==> src/rtl/cordic_pkg.sv <==
// cordic_pkg: shared 8Q22 angle constants and width helper for the phase-wrap scheduler.
package cordic_pkg;
   localparam int PD_DEF = 8;
   localparam int P_DEF = 22;
   localparam logic signed [29:0] PI_Q = 30'sd13176794;
   localparam logic signed [29:0] TWO_PI_Q = 30'sd26353589;
   localparam logic signed [29:0] INV_TWO_PI_Q = 30'sd667544;
   function automatic int clog2(input int v);
      int r;
      r = 0;
      for (int i = 0; i < 32; i++) if ((1 << i) < v) r = i + 1;
      return r;
   endfunction
endpackage

==> src/rtl/cordic_format_sched_phase_wrap_pipe.sv <==
// phase_wrap_pipe: reduces a pdQp angle into [-pi, pi] over LAT stages; the last
// stage is combinational and lands in the caller's result register.
module phase_wrap_pipe import cordic_pkg::*; #(
   parameter int pd = PD_DEF,
   parameter int p = P_DEF,
   parameter int LAT = 3,
   parameter int IW = 2
) (
   input  logic                   clk,
   input  logic                   rst,
   input  logic                   i_valid,
   input  logic [IW-1:0]          i_id,
   input  logic signed [pd+p-1:0] i_angle,
   output logic                   o_valid,
   output logic [IW-1:0]          o_id,
   output logic signed [p+3:0]    o_data
);
   localparam int W = pd + p;
   localparam int W2 = 2 * W;
   localparam int KW = 2 * pd;
   localparam logic signed [W2-1:0] PI_E = W2'(PI_Q);
   localparam logic signed [W2-1:0] TWO_PI_E = W2'(TWO_PI_Q);
   localparam logic signed [W2-1:0] INV_E = W2'(INV_TWO_PI_Q);
   logic signed [W2-1:0] w_prod;
   logic signed [KW-1:0] w_k;
   logic signed [KW-1:0] w_k_o;
   logic signed [W-1:0]  w_x_o;
   logic signed [W2-1:0] w_rem;
   logic signed [W2-1:0] w_wrap;
   assign w_prod = W2'(i_angle) * INV_E;
   // dropping the 2p fraction bits of a signed product is floor(), not truncation toward zero
   assign w_k = w_prod[W2-1:2*p];
   generate
      if (LAT > 1) begin : g_pipe
         localparam int NS = LAT - 1;
         logic [NS-1:0]        r_v;
         logic [IW-1:0]        r_id [NS];
         logic signed [W-1:0]  r_x [NS];
         logic signed [KW-1:0] r_k [NS];
         always_ff @(posedge clk) begin
            r_v <= rst ? '0 : NS'({r_v, i_valid});
            r_id[0] <= i_id;
            r_x[0] <= i_angle;
            r_k[0] <= w_k;
            for (int i = 1; i < NS; i++) begin
               r_id[i] <= r_id[i-1];
               r_x[i] <= r_x[i-1];
               r_k[i] <= r_k[i-1];
            end
         end
         assign o_valid = r_v[NS-1];
         assign o_id = r_id[NS-1];
         assign w_x_o = r_x[NS-1];
         assign w_k_o = r_k[NS-1];
      end else begin : g_comb
         assign o_valid = i_valid;
         assign o_id = i_id;
         assign w_x_o = i_angle;
         assign w_k_o = w_k;
      end
   endgenerate
   assign w_rem = W2'(w_x_o) - W2'(w_k_o) * TWO_PI_E;
   assign w_wrap = (w_rem > PI_E) ? w_rem - TWO_PI_E : w_rem;
   assign o_data = w_wrap[p+3:0];
endmodule

==> src/rtl/cordic_format_sched.sv <==
// cordic_format_sched: round-robin, credit-checked scheduler feeding the phase-wrap
// pipeline into an in-order result FIFO.
module cordic_format_sched import cordic_pkg::*; #(
   parameter int pd = PD_DEF,
   parameter int p = P_DEF,
   parameter int N = 4,
   parameter int LAT = 3,
   parameter int DEPTH = 4
) (
   input  logic                    clk,
   input  logic                    rst,
   input  logic [N-1:0]            req_valid,
   output logic [N-1:0]            req_ready,
   input  logic [N*(pd+p)-1:0]     req_angle,
   output logic                    out_valid,
   input  logic                    out_ready,
   output logic signed [p+3:0]     out_data,
   output logic [clog2(N)-1:0]     out_id
);
   localparam int W = pd + p;
   localparam int IW = clog2(N);
   localparam int AW = clog2(DEPTH);
   localparam int CW = AW + 2;
   logic [IW-1:0]          r_ptr;
   logic [CW-1:0]          r_inflight;
   logic [CW-1:0]          r_count;
   logic [AW-1:0]          r_wr;
   logic [AW-1:0]          r_rd;
   logic signed [p+3:0]    r_mem_data [DEPTH];
   logic [IW-1:0]          r_mem_id [DEPTH];
   logic [IW-1:0]          w_gnt_id;
   logic [IW-1:0]          w_idx;
   logic                   w_credit;
   logic                   w_gnt;
   logic                   w_push;
   logic                   w_pop;
   logic [IW-1:0]          w_push_id;
   logic signed [p+3:0]    w_push_data;
   logic signed [W-1:0]    w_angle;
   // scanning from the far end lets the requester nearest the pointer win
   always_comb begin
      w_gnt_id = '0;
      w_idx = '0;
      for (int i = N - 1; i >= 0; i--) begin
         w_idx = IW'((int'(r_ptr) + i) % N);
         if (req_valid[w_idx]) w_gnt_id = w_idx;
      end
   end
   assign w_credit = (r_inflight + r_count) < CW'(DEPTH);
   assign w_gnt = (|req_valid) & w_credit & ~rst;
   assign req_ready = w_gnt ? N'(1) << w_gnt_id : '0;
   assign w_angle = req_angle[int'(w_gnt_id)*W +: W];
   assign out_valid = r_count != '0;
   assign w_pop = out_valid & out_ready;
   assign out_data = out_valid ? r_mem_data[r_rd] : '0;
   assign out_id = out_valid ? r_mem_id[r_rd] : '0;
   phase_wrap_pipe #(.pd(pd), .p(p), .LAT(LAT), .IW(IW)) u_pipe (
      .clk(clk),
      .rst(rst),
      .i_valid(w_gnt),
      .i_id(w_gnt_id),
      .i_angle(w_angle),
      .o_valid(w_push),
      .o_id(w_push_id),
      .o_data(w_push_data)
   );
   always_ff @(posedge clk) begin
      if (rst) begin
         r_ptr <= '0;
         r_inflight <= '0;
         r_count <= '0;
         r_wr <= '0;
         r_rd <= '0;
      end else begin
         r_ptr <= w_gnt ? IW'((int'(w_gnt_id) + 1) % N) : r_ptr;
         r_inflight <= r_inflight + CW'(w_gnt) - CW'(w_push);
         r_count <= r_count + CW'(w_push) - CW'(w_pop);
         r_wr <= w_push ? r_wr + AW'(1) : r_wr;
         r_rd <= w_pop ? r_rd + AW'(1) : r_rd;
      end
   end
   always_ff @(posedge clk) begin
      if (w_push) begin
         r_mem_data[r_wr] <= w_push_data;
         r_mem_id[r_wr] <= w_push_id;
      end
   end
endmodule

==> config.mk <==
export PLATFORM = sky130hd
export DESIGN_NAME = cordic_format_sched
export DESIGN_NICKNAME = d
export VERILOG_FILES = /design/src/rtl/cordic_pkg.sv /design/src/rtl/cordic_format_sched_phase_wrap_pipe.sv /design/src/rtl/cordic_format_sched.sv
export SDC_FILE = /design/constraint.sdc
export NUM_CORES = 2
export LEC_CHECK = 0
export ABC_AREA = 1
export CORE_MARGIN = 2
export CORE_UTILIZATION = 43
export CTS_CLUSTER_SIZE = 40
export DETAILED_ROUTE_END_ITERATION = 8
export GPL_TIMING_DRIVEN = 0
export REMOVE_ABC_BUFFERS = 1
export SLEW_MARGIN = 20
export SYNTH_ARGS = -nofsm -noshare
export SYNTH_HDL_FRONTEND = slang
export SYNTH_SLANG_ARGS = --single-unit
==> constraint.sdc <==
create_clock -name clk -period 12.49 [get_ports clk]
set_clock_uncertainty 0.15 [all_clocks]
set_input_delay 1.249 -clock clk [delete_from_list [all_inputs] [get_ports clk]]
set_output_delay 1.249 -clock clk [all_outputs]
set_load 0.005 [all_outputs]
After elaboration in Yosys (flattened, before gate mapping)
Memory sizes are Yosys's and may differ from the RTL's. A register that Yosys moved wholly into a read port is not among the register bits.
Cells that the tools add are included.
- register bits after elaboration: 137
- RAM bits: 388
- bits of input ports: 127
- output and inout port bits: 63
- logic and storage cells: 73
- memories: 5
- memories (name ; words ; width ; rd ports ; clocked after memory_dff ; wr ports ; RTL line ; RTL):
    r_mem_id ; 4 ; 32 ; 1 ; 1 ; 1 ; cordic_format_sched.sv:30 ; logic [IW-1:0] r_mem_id [DEPTH];
    r_mem_data ; 4 ; 26 ; 1 ; 1 ; 1 ; cordic_format_sched.sv:29 ; logic signed [p+3:0] r_mem_data [DEPTH];
    u_pipe.g_pipe.r_id ; 2 ; 32 ; 2 ; 0 ; 2 ; cordic_format_sched_phase_wrap_pipe.sv:37 ; logic [IW-1:0] r_id [NS];
    u_pipe.g_pipe.r_x ; 2 ; 30 ; 2 ; 0 ; 2 ; cordic_format_sched_phase_wrap_pipe.sv:38 ; logic signed [W-1:0] r_x [NS];
    u_pipe.g_pipe.r_k ; 2 ; 16 ; 2 ; 0 ; 2 ; cordic_format_sched_phase_wrap_pipe.sv:39 ; logic signed [KW-1:0] r_k [NS];
- $add $sub $neg: 13
- multiply operators: 3
- $lt $le $gt $ge: 6
- shifts and indexed selects: 2
- muxes and demuxes: 22
- bitwise logic cells: 9
- reduce and logical (&&, ||, !) cells: 7
- operators by type and width (cell ; count):
    2-to-1 mux 32 bit ; 5
    < comparator 32 x 3 -> 1 bit (second input constant) ; 4
    variable part select 120 x 32 -> 30 bit ; 1
    adder 34 x 1 -> 34 bit ; 2
    subtractor 34 x 1 -> 34 bit ; 2
    adder 32 x 1 -> 32 bit (second input constant) ; 2
    2-to-1 mux 26 bit ; 2
    multiplier 30 x 18 -> 48 bit (second input constant) ; 1
    > comparator 43 x 25 -> 1 bit (second input constant) ; 1
    subtractor 30 x 42 -> 43 bit ; 1
    multiplier 16 x 26 -> 42 bit (second input constant) ; 1
    adder 34 bit ; 1
    < comparator 34 x 3 -> 1 bit (second input constant) ; 1
    nonzero test 34 bit ; 1
    adder 32 x 2 -> 32 bit (second input constant) ; 1
    multiplier 32 x 5 -> 31 bit (second input constant) ; 1
    << shifter 1 x 32 -> 4 bit (first input constant) ; 1
    subtractor 26 bit (second input constant) ; 1
    OR reduction 2 bit ; 5
    adder 3 x 3 -> 4 bit (second input constant) ; 2
    AND 1 bit ; 8
    binary-select mux 1 bit (select 2 bit) ; 4
    2-to-1 mux 2 bit ; 4
    2-to-1 mux 1 bit ; 6
    other kinds (4) ; 4

Longest topological paths before layout
- word-level depth: 12
- depth in mapped cells: 69

Hierarchy
From an unflattened synthesis, not the netlist that was laid out.
- cell total of the unflattened synthesis: 6110
- area total of the unflattened synthesis: 45379.8 um^2
- by module, submodules not included (module ; instances ; cells an instance ; area each (um^2) ; seq. area each (um^2)):
    cordic_format_sched ; 1 ; 3582 ; 24638.6 ; 8508.2
    phase_wrap_pipe ; 1 ; 2528 ; 20741.1 ; 2802.7

Worst setup path after synthesis
Ideal clock, no wire load.
- path type: input port to flip-flop
- start: input port req_valid[3]
- end: memory u_pipe.g_pipe.r_k[0][3] (netlist bit)
- library setup time: 0.123 ns
- arrival: 10.517 ns
- data required time: 12.217 ns
- slack: 1.700 ns
- stages on the path: 54
- path through: inv_1 -> nand2_1 -> nand3_1 -> nand2_1 -> inv_1 -> o21ai_1 -> nand2_1 -> nand2_1 -> clkbuf_1 -> buf_2 -> buf_2 -> ha_1 -> inv_1 -> buf_2 -> buf_1 -> buf_2 -> buf_1 -> a21oi_1 -> (+18 left out) -> fa_1 -> inv_1 -> ha_1 -> fa_1 -> fa_1 -> inv_1 -> fa_1 -> inv_1 -> ha_1 -> nand2_1 -> inv_1 -> nand3_1 -> or2_2 -> a21oi_1 -> nor2_1 -> o21ai_0 -> a21oi_1 -> xor2_1
- RTL lines (what ; RTL line ; RTL):
    from (decl) ; cordic_format_sched.sv:12 ; input logic [N-1:0] req_valid,
    to (decl) ; cordic_format_sched_phase_wrap_pipe.sv:39 ;

==> flow_summary.toml <==
[drt]
antenna_left = 0
firstDrtPassIters = 5
routed_wl_um = 105600
viasPerCell = 5.244
route.vias.total = 34230
drc_errors = 0
drtIter0Drc = 2437
wl_per_cell_um = 16.18

[finish]
layout_commonest_cell = "nand2_1"
final_cell_mix = "nand2_1 (1,008), inv_1 (890), ha_1 (456)"
n_antenna_cell = 0
drive_gt1_share_pct = 5.241
area_delta_synth_final_pct = 10.24
final_cell_area_sq_um = 42100
nNetsFinal = 6193
num-fill-cells = 8881

[timing]
setup_viol = 0
fin_crit_ns = 11.90
hold_violations = 0
fin_crit_sh_pct = 95.24
slew_headroom_pct = 30.28
tns_ns = 0
slew_violations = 0
clock.fmax_mhz = 84.06
tightest_slew_ns = 1.039

[placed_design]
placed_area_sq_um = 40850
place_congestion = 0.9099
post-dp-hpwl_um = 82200
io_buffers = 189

[logic_synthesis]
synth_area_leaders = "ha_1 (15%), fa_1 (14%), nand2_1 (9.9%)"
ys_ff_latch = 275
avgSynthCellArea_sq_um = 7.201
synth_area_leader_cell = "ha_1"
synth-seq-area-share_pct = 17.46
yosysTopAreaCellShare_pct = 15.04
synth_ff_type = "dfxtp_1"
async_reset_ff_share_pct = 0
synth_cell_type_count = 72
yosys_warnings = 0
synth_edf_count = 116
syn_area_sq_um = 38190
syn_inst = 5303

[grt]
grt_pass1_wl_um = 171000
grt_pass1_vias = 33160
grt_max_degree = 88
antenna_found_initial = 2
overflow = 0
track_usage_pct = 22.96

[clocking]
worst_skew_pair.late_latency_ns = 0.58
cts-root-buf = "clkbuf_16"
cts-buffers-inserted = 29
cts_sinks = 275
clk_pin_slew_ns = 0.07
clk_path_buf_depth = 3
hold_buffers = 0
cts_tree = "built"
ctsHtreeMaxLevel = 1

[setup_path]
worst_ep_required_time_ns = 12.85
cp_num_buf_inv = 15
rr_worst_depth = 54
criticalPathCategory = "input pin to flip-flop"
cp-end-kind = "flip-flop"
critPathTopFamily = "adder cells"
cp.arrival_ns = 12.26
cpPeakStageDelay_ns = 0.56
worst-path-stages = 54
start_kind = "input pin"
critPathSlowestCell = "fa_1"
crit_fanout = 77
cp_common_cell = "nand2_1"

[floorplanning]
start_util_pct = 43.28
die-area_sq_um = 91210
die_width_um = 302.0
core_area_sq_um = 88240
ios = 190
num_rows = 109
die_h_um = 302.0

[run_status]
status = "complete, no violations"

[hold_path]
hold_depth = 0
hp-class = "flip-flop to flip-flop"

[flow_run]
cap_violations = 0
## kinds of logic after synthesis
group           after synthesis  synth area share, %
flops                       275                17.46
mux                           3              0.07863
compound gates              999                14.76
other cells                   1             0.009820
fa+ha+maj                   727                29.09
buf+inv                    1142                12.16
xor+xnor                    146                3.417
simple gates               2010                23.03
## state kept, by name, indices dropped and copies added (netlist names), named ones only
| signal | count |
|---|---|
| r_mem_id | 12 |
| u_pipe.g_pipe.r_x | 60 |
| u_pipe.g_pipe.r_k | 14 |
| r_mem_data | 104 |
| u_pipe.g_pipe.r_v | 2 |
| r_wr | 2 |
| r_count | 34 |
| r_ptr | 3 |
| r_inflight | 34 |
| u_pipe.g_pipe.r_id | 6 |
| r_rd | 2 |
## timing repair
item,4_1_cts,5_1_grt
pin swaps,3,2
buffers inserted,2,3
gates cloned,2,4
setup endpoints to repair,7,7
gates resized for setup,12,14
hold endpoints to repair,0,0
## layout make-up
| type | instances | area (sq um) | area share (%) |
|---|---|---|---|
| clock inverter | 19 | 187.7 | 0.4458 |
| inverter | 932 | 3533 | 8.393 |
| tap | 1165 | 1458 | 3.462 |
| timing repair buffer | 211 | 2356 | 5.596 |
| clock buffer | 35 | 800.8 | 1.902 |
| sequential | 275 | 6673 | 15.85 |
| multi-input combinational | 3890 | 27090 | 64.35 |
## cell usage after synthesis, types with 25 or more instances
| master | number |
|---|---|
| nand2_2 | 47 |
| o21ai_1 | 99 |
| nand2_1 | 1012 |
| inv_1 | 903 |
| clkbuf_1 | 87 |
| o21ai_0 | 315 |
| dfxtp_1 | 159 |
| xor2_1 | 105 |
| buf_4 | 31 |
| nand3_1 | 406 |
| nand4_1 | 65 |
| o21a_1 | 31 |
| o21ai_2 | 25 |
| nor2_1 | 343 |
| edfxtp_1 | 116 |
| buf_2 | 39 |
| a31oi_1 | 33 |
| buf_1 | 31 |
| nor3_1 | 37 |
| xnor2_1 | 39 |
| o211ai_1 | 32 |
| ha_1 | 459 |
| a21oi_1 | 358 |
| fa_1 | 268 |
## worst paths after layout
| check | endpoint | from | slack, ns |
|---|---|---|---|
| worst max-delay path | u_pipe.g_pipe.r_k[0][15]$_DFF_P_ | req_valid[1] | 0.59 |
| worst min-delay path | u_pipe.g_pipe.r_k[0][16]$_DFF_P_ | u_pipe.g_pipe.r_k[0][0]$_DFF_P_ | 0.17 |
| worst max register to register | u_pipe.g_pipe.r_k[0][15]$_DFF_P_ | r_ptr[0]$_SDFFE_PP0P_ | 0.85 |
| worst min register to register | u_pipe.g_pipe.r_k[0][16]$_DFF_P_ | u_pipe.g_pipe.r_k[0][0]$_DFF_P_ | 0.17 |
## stage by stage
| step | cells | utilization, % | hold slack, ns | setup slack [ns] |
|---|---|---|---|---|
| 2_1_floorplan | 5093 | - | 0.1596 | -4.746 |
| 3_3_place_gp | 6447 | 45.79 | 0.1616 | -12.00 |
| 3_5_place_dp | 6462 | 46.30 | 0.1621 | -1.390 |
| 4_1_cts | 6520 | 47.55 | 0.1619 | 0.004587 |
| 5_1_grt | 6527 | 47.71 | 0.1748 | -0.02008 |
| 6_report | 6527 | 47.71 | 0.1721 | 0.5943 |
## routing by layer
metal	up-vias	global-route usage, %	routed length (um)
met1	15910	30.62	47900
met2	879	40.37	49860
met3	156	1.243	4791
met5	-	0	24
met4	4	6.353	3055
li1	17280	-	-
Power is left out: the tool's default activity adds up to more than one toggle a clock period on the data nets, which glitch-free logic cannot reach.
